## config.mk

```make
export PLATFORM = sky130hd
export DESIGN_NAME = fifo_splitter_n
export DESIGN_NICKNAME = d
export VERILOG_FILES = /design/src/rtl/fifo_splitter_pkg.sv /design/src/rtl/fifo_splitter_n_sync_fifo_ch.sv /design/src/rtl/fifo_splitter_n.sv
export SDC_FILE = /design/constraint.sdc
export NUM_CORES = 1
export LEC_CHECK = 0
export ABC_AREA = 1
export BUFFER_PORTS_ARGS = -buffer_cell sky130_fd_sc_hd__buf_2
export CAP_MARGIN = 10
export CORE_ASPECT_RATIO = 0.75
export CORE_MARGIN = 2
export CORE_UTILIZATION = 25
export CTS_CLUSTER_DIAMETER = 100
export DETAILED_ROUTE_END_ITERATION = 6
export GPL_ROUTABILITY_DRIVEN = 0
export SLEW_MARGIN = 10
export SYNTH_ARGS = -nofsm -noshare
export SYNTH_HDL_FRONTEND = slang
export SYNTH_SLANG_ARGS = --single-unit
```

## constraint.sdc

```tcl
create_clock -name clk -period 2.47 [get_ports clk]
set_input_delay 0.247 -clock clk [delete_from_list [all_inputs] [get_ports clk]]
set_output_delay 0.247 -clock clk [all_outputs]
set_load 0.01 [all_outputs]
```

## src/rtl/fifo_splitter_pkg.sv

```systemverilog
// Shared widths and helpers for the 1-to-N broadcast splitter.
package fifo_splitter_pkg;

  localparam int STAT_W         = 32;
  localparam int DEF_DATA_WIDTH = 32;
  localparam int DEF_NUM_OUT    = 4;
  localparam int DEF_DEPTH      = 2;

  // Occupancy must represent 0..depth inclusive.
  function automatic int cnt_w(input int depth);
    return $clog2(depth + 1);
  endfunction

  function automatic int ptr_w(input int depth);
    return (depth > 1) ? $clog2(depth) : 1;
  endfunction

endpackage

```

## src/rtl/fifo_splitter_n_sync_fifo_ch.sv

```systemverilog
// Single-channel register FIFO; payload storage is not reset, head is zero-gated when empty.
module sync_fifo_ch
  import fifo_splitter_pkg::*;
#(
  parameter  int DATA_WIDTH = DEF_DATA_WIDTH,
  parameter  int DEPTH      = DEF_DEPTH,
  localparam int CW         = cnt_w(DEPTH),
  localparam int PW         = ptr_w(DEPTH)
) (
  input  logic                  clk,
  input  logic                  rst_n,
  input  logic                  push,
  input  logic [DATA_WIDTH-1:0] din,
  input  logic                  pop,
  output logic [DATA_WIDTH-1:0] dout,
  output logic [CW-1:0]         count,
  output logic                  empty,
  output logic                  full
);

  logic [DATA_WIDTH-1:0] mem_q [DEPTH];
  logic [DATA_WIDTH-1:0] mem_d [DEPTH];
  logic [PW-1:0]         wr_ptr_q, wr_ptr_d;
  logic [PW-1:0]         rd_ptr_q, rd_ptr_d;
  logic [CW-1:0]         count_q, count_d;
  logic                  push_ok, pop_ok;

  assign empty   = (count_q == '0);
  assign full    = (count_q == CW'(DEPTH));
  assign count   = count_q;
  assign push_ok = push & ~full;
  assign pop_ok  = pop & ~empty;
  assign dout    = empty ? '0 : mem_q[rd_ptr_q];

  // DEPTH is a power of two, so pointers wrap naturally.
  always_comb begin
    mem_d    = mem_q;
    wr_ptr_d = wr_ptr_q;
    rd_ptr_d = rd_ptr_q;
    count_d  = count_q;
    if (push_ok) begin
      mem_d[wr_ptr_q] = din;
      wr_ptr_d        = wr_ptr_q + PW'(1);
    end
    if (pop_ok) rd_ptr_d = rd_ptr_q + PW'(1);
    if (push_ok && !pop_ok)      count_d = count_q + CW'(1);
    else if (pop_ok && !push_ok) count_d = count_q - CW'(1);
  end

  always_ff @(posedge clk or negedge rst_n) begin
    if (!rst_n) begin
      wr_ptr_q <= '0;
      rd_ptr_q <= '0;
      count_q  <= '0;
    end else begin
      wr_ptr_q <= wr_ptr_d;
      rd_ptr_q <= rd_ptr_d;
      count_q  <= count_d;
    end
  end

  always_ff @(posedge clk) begin
    mem_q <= mem_d;
  end

endmodule

```

## src/rtl/fifo_splitter_n.sv

```systemverilog
// 1-to-N broadcast splitter with a private FIFO per output channel.
// Optional statistics counters are enabled by FIFO_SPLITTER_N_STATS_EN.
module fifo_splitter_n
  import fifo_splitter_pkg::*;
#(
  parameter int DATA_WIDTH = DEF_DATA_WIDTH,
  parameter int NUM_OUT    = DEF_NUM_OUT,
  parameter int DEPTH      = DEF_DEPTH
) (
  input  logic                          clk,
  input  logic                          rst_n,
  input  logic [DATA_WIDTH-1:0]         data_in,
  input  logic [NUM_OUT-1:0]            data_in_mask,
  input  logic                          data_in_valid,
  output logic                          data_in_ready,
  output logic [NUM_OUT*DATA_WIDTH-1:0] data_out,
  output logic [NUM_OUT-1:0]            data_out_valid,
  input  logic [NUM_OUT-1:0]            data_out_ready
`ifdef FIFO_SPLITTER_N_STATS_EN
  ,
  output logic [STAT_W-1:0]             stat_words_in,
  output logic [STAT_W-1:0]             stat_stall_cycles
`endif
);

  localparam int CW = cnt_w(DEPTH);

  logic [CW-1:0]      ch_count [NUM_OUT];
  logic [NUM_OUT-1:0] ch_empty, ch_full, ch_push;
  logic               all_room, in_hs;

  // Ready looks only at registered occupancy, never at mask or consumer ready.
  always_comb begin
    all_room = 1'b1;
    for (int i = 0; i < NUM_OUT; i++) begin
      if (ch_count[i] >= CW'(DEPTH)) all_room = 1'b0;
    end
  end

  assign data_in_ready  = all_room & rst_n;
  assign in_hs          = data_in_valid & data_in_ready;
  assign ch_push        = {NUM_OUT{in_hs}} & data_in_mask & ~ch_full;
  assign data_out_valid = ~ch_empty;

  for (genvar i = 0; i < NUM_OUT; i++) begin : g_ch
    sync_fifo_ch #(
      .DATA_WIDTH (DATA_WIDTH),
      .DEPTH      (DEPTH)
    ) u_fifo (
      .clk   (clk),
      .rst_n (rst_n),
      .push  (ch_push[i]),
      .din   (data_in),
      .pop   (data_out_ready[i]),
      .dout  (data_out[i*DATA_WIDTH +: DATA_WIDTH]),
      .count (ch_count[i]),
      .empty (ch_empty[i]),
      .full  (ch_full[i])
    );
  end

`ifdef FIFO_SPLITTER_N_STATS_EN
  logic [STAT_W-1:0] stat_words_q, stat_words_d;
  logic [STAT_W-1:0] stat_stall_q, stat_stall_d;

  // Word count wraps; stall count sticks at all-ones.
  always_comb begin
    stat_words_d = stat_words_q;
    stat_stall_d = stat_stall_q;
    if (in_hs) stat_words_d = stat_words_q + STAT_W'(1);
    if (data_in_valid && !data_in_ready && (stat_stall_q != '1))
      stat_stall_d = stat_stall_q + STAT_W'(1);
  end

  always_ff @(posedge clk or negedge rst_n) begin
    if (!rst_n) begin
      stat_words_q <= '0;
      stat_stall_q <= '0;
    end else begin
      stat_words_q <= stat_words_d;
      stat_stall_q <= stat_stall_d;
    end
  end

  assign stat_words_in     = stat_words_q;
  assign stat_stall_cycles = stat_stall_q;
`endif

endmodule

```

Word level (Yosys, flattened, before mapping):

Index checks and enable logic that the tools add are counted.

* register bits: 272
* input port bits: 43
* word-level logic and storage cells: 154
* output and inout port bits: 133

* reductions and logical operators: 28
* add/sub/neg operators: 16
* eq/ne operators: 4
* order comparisons: 16
* mux-type cells: 40
* bitwise gates (word level): 30

Operators with widths (number)
* $mux W32: 20
* $bwmux W64: 4
* $demux W32 S1: 4
* $ge A2 B2 Y1 const B: 12
* $mux W2: 8
* $not A1 Y2: 8
* $logic_and A1 B1 Y1: 12
* $and A1 B1 Y1: 10
* $add A1 B1 Y1 const B: 8
* $add A2 B1 Y2 const B: 4
* $and A4 B4 Y4: 2
* $eq A2 B2 Y1 const B: 4
* $logic_not A1 Y1: 8
* $logic_not A2 Y1: 4
* $lt A2 B1 Y1 const B: 4
* $not A1 Y1: 8
* $not A4 Y4: 2
* $reduce_bool A2 Y1: 4
* $sub A2 B1 Y2 const B: 4
* $mux W1: 4

Depth between registers and ports, before layout:

* depth after elaboration: 14
* mapped depth: 10
* depth with buffers taken out: 10

Modules after synthesis:

Synthesis repeated with hierarchy kept, for this count alone.

* cell total of the unflattened synthesis: 834
* area total of the unflattened synthesis: 11019.3 sq um

Modules (own cells, without submodules)
* sync_fifo_ch: cells an instance 203, times used 4, seq. area each 2021.9 sq um, area each 2730.1 sq um
* fifo_splitter_n: cells an instance 22, times used 1, seq. area each 0.0 sq um, area each 98.8 sq um

Least setup slack after synthesis:

Ideal clock, no wire load.

* kind: reg-to-reg
* start: register g_ch[2].u_fifo.count_q[1]
* end: register g_ch[0].u_fifo.mem_q[0] in the netlist's numbering, enable pin
* clock period less this slack: 2615 ps
* buffers on the path: 0
* stages on the path, launching flop included: 6
* slack: -145 ps
* data required time: 2049 ps
* arrival time: 2194 ps
* path through: dfrtp_1 -> nor2_2 -> nand2_2 -> nor2_8 -> nand3_2 -> nor2_1

* longest elaborated chain between the ends: 8

RTL lines
* start, declared: RTL line fifo_splitter_n_sync_fifo_ch.sv:25 `logic [CW-1:0] count_q, count_d;`
* start signal, assigned: RTL line fifo_splitter_n_sync_fifo_ch.sv:58 `count_q <= count_d;`
* $ge A2 B2 Y1: RTL line fifo_splitter_n.sv:36 `if (ch_count[i] >= CW'(DEPTH)) all_room = 1'b0;`
* $mux W1 (2 in series): RTL line fifo_splitter_n.sv:36
* $and A1 B1 Y1: RTL line fifo_splitter_n.sv:40 `assign data_in_ready = all_room & rst_n;`
* via data_in_ready: RTL line fifo_splitter_n.sv:15 `output logic data_in_ready,`
* $and A1 B1 Y1: RTL line fifo_splitter_n.sv:41 `assign in_hs = data_in_valid & data_in_ready;`
* $and A4 B4 Y4 (2 in series): RTL line fifo_splitter_n.sv:42 `assign ch_push = {NUM_OUT{in_hs}} & data_in_mask & ~ch_full;`
* $and A1 B1 Y1: RTL line fifo_splitter_n_sync_fifo_ch.sv:31 `assign push_ok = push & ~full;`
* end signal, assigned: RTL line fifo_splitter_n_sync_fifo_ch.sv:63 `mem_q <= mem_d;`
* end, declared: RTL line fifo_splitter_n_sync_fifo_ch.sv:21 `logic [DATA_WIDTH-1:0] mem_q [DEPTH];`

The timed path passes the listed nets, and every way through them passes these cells.
A chain may end at the register's enable or synchronous reset.

Worst setup path after layout:

* start: register g_ch[0].u_fifo.count_q[0]
* end: output data_out[18]

* longest elaborated chain between the ends: 2

RTL lines
* start, declared: RTL line fifo_splitter_n_sync_fifo_ch.sv:25
* start signal, assigned: RTL line fifo_splitter_n_sync_fifo_ch.sv:58
* $logic_not A2 Y1: RTL line fifo_splitter_n_sync_fifo_ch.sv:28 `assign empty = (count_q == '0);`
* $mux W32: RTL line fifo_splitter_n_sync_fifo_ch.sv:33 `assign dout = empty ? '0 : mem_q[rd_ptr_q];`
* end, declared: RTL line fifo_splitter_n.sv:16 `output logic [NUM_OUT*DATA_WIDTH-1:0] data_out,`

No other way between the ends.

==> out/metrics.cfg <==
[floorplanning]
fp.dieW_um=241
fp-row-count=65
start_util_pct=25.2
core_area_mm2=0.0418
die-area_mm2=0.0437
fp.dieH_um=182
io_pins=176

[logic_synthesis]
async_reset_ff_share_pct=5.88
synth_ff_type=edfxtp_1
yosysSeqAreaShare_pct=76.9
yosysUniqueCellTypes=18
ys_ff_latch=272
synth_nets=836
netlist_instances=789
ys_warn_count=0
syn_area_mm2=0.0105
synth-edff-count=256
avgSynthCellArea_um2=13.3

[final_layout]
synthToLayoutAreaGrowth_pct=23.7
final_cell_mix=276 x nand2_1, 256 x edfxtp_1, 175 x buf_2
design_area_mm2=0.0130
n_fill_cell=4205
diodes=0
drive_gt1_share_pct=27.4
final_common_cell=nand2_1
layout.nets=1027
stdcell_count=1569

[route]
drc_errors=0
ant_nets=0
first_pass_iters=6
viasPerCell=4.24
drt_iter0_markers=549
vias=6646
avgRoutedWirePerCell_um=19.0
wirelength_um=29900

[power]
p_leak_nw=4.95
power_per_cell_area_mw_per_mm2=1130
ir_drop_uv=518

[worst_setup_path]
crit_fanout=32
crit_start=g_ch[0].u_fifo.count[0]
cp-start-kind=flop
reg2reg_slack_ns=0.62
arrival_ns=2.05
worst-setup-path-type=flop to output port
crit_required_ns=2.22
crit-reg2reg-launch=g_ch[2].u_fifo.count[1]
endpoint_kind=output port

[sta]
period_minus_slack_ns=2.30
clock_skew_ns=0.0183
fmax_mhz=435
worst_slew_pin_slew_ns=0.729
layout_setup_ws_ns=0.171
post-route-period-util_pct=93.1
holdWs_ns=0.0191
rsz0062_at_grt=false
slew_headroom_pct=51.3
setup_violations=0
hold_violations=0
setup_tns_ns=0
slew_violations=0

[min_path]
hold_class=input pin to flop
hold_path_startpoint=data_out_ready[1]

[clocking]
htree_levels=1
clk_latency_ns=0.54
cts_buffers=27
clkSlewWorstSetupHoldPaths_ns=0.07
cts.sinks=272
clockBufferDepth=3
cts_tree=yes
post_cts_resized=0
clock-root-buffer=clkbuf_16

[place]
post-place-ws_ns=0.610
hpwlAfterDp_um=20600
numPortBuffers=175
dp.cells=1512
postPlaceCellArea_mm2=0.0120

[grt]
grt_overflow=0
grt_util_all_layers_pct=13.4
first_global_vias=6379
grt_pass1_wl_um=42600
antenna_found_initial=1
grt_max_degree=34

[flow_run]
maxCapViolations=0

[run_status]
status=finished, final reports clean

## logic make-up after synthesis
logic type	count (synthesis)	share of synthesized area [%]
adder cells (fa/ha/maj)	4	0.476
XOR/XNOR	12	0.999
AO/OA/AOI/OAI	128	6.09
AND/OR/NAND/NOR	304	11.5
flip-flops	272	76.9
buffers and inverters	69	4.02
## flip-flops by register name (all words and copies together) (netlist names)
name and count:
g_ch.u_fifo.mem_q 256, g_ch.u_fifo.wr_ptr_q 4, g_ch.u_fifo.rd_ptr_q 4, g_ch.u_fifo.count 8
## worst max-delay path, cell delays in order, from the launching register on
cell and delay, ns:
dfrtp_1 0.41, inv_2 0.08, nand2_2 0.07, inv_2 0.50, a21oi_1 0.22, buf_2 0.21
## metrics by stage
step | power, mW | utilization (%)
floorplan | 8.51 | -
global placement | 10.7 | 28.8
detailed placement | 10.7 | 28.8
CTS | 14.9 | 31.1
global route | 15.5 | 31.1
finish | 14.7 | 31.1
## area by class of cell
class	count	area, um2	area share (%)
flip-flops and latches	272	8090	62.2
multi-input cells	448	2040	15.6
repair buffers	203	1170	8.98
well taps	569	712	5.47
clock buffers	29	683	5.25
clock inverters	20	214	1.64
inverters	28	105	0.808
## per-layer routing
layer	share of wire, %	up-vias	GRT usage [%]
met4	2.6	0	3.75
met1	46	3265	19.1
met5	0	-	0
met3	5.6	47	2.40
met2	46	214	21.0
li1	-	3120	-
## cell usage after synthesis, types with 5 or more instances
master | number | area share (%)
a21oi_1 | 128 | 6.1
buf_2 | 20 | 0.95
buf_4 | 5 | 0.36
buf_6 | 16 | 1.7
dfrtp_1 | 16 | 3.8
edfxtp_1 | 256 | 73
inv_1 | 14 | 0.50
inv_2 | 14 | 0.50
nand2_1 | 276 | 9.9
nand2_2 | 6 | 0.36
nor2_1 | 12 | 0.43
xor2_1 | 8 | 0.67
## where the power goes
| part | internal, mW | total, mW | switching (mW) |
|---|---|---|---|
| Clock | 2.43 | 4.18 | 1.76 |
| Combinational | 1.53 | 5.16 | 3.63 |
| Sequential | 5.24 | 5.34 | 0.0961 |
| Total | 9.20 | 14.7 | 5.48 |
## worst paths after layout
check	endpoint	depth (start not counted)
worst max-delay path	data_out[18]	5
worst min-delay path	g_ch[1].u_fifo.rd_ptr_q	3
worst max register to register	g_ch[3].u_fifo.mem_q[63]	6
worst min register to register	g_ch[3].u_fifo.wr_ptr_q	2
max in group asynchronous	g_ch[3].u_fifo.rd_ptr_q	3
min in group asynchronous	g_ch[2].u_fifo.wr_ptr_q	3
## what timing repair did
item | 4_1_cts | 5_1_grt
hold buffers | 8 | 0
endpoints found under the hold margin | 65 | 0
buffers inserted | 0 | 0
(Power assumes the default switching activity.)
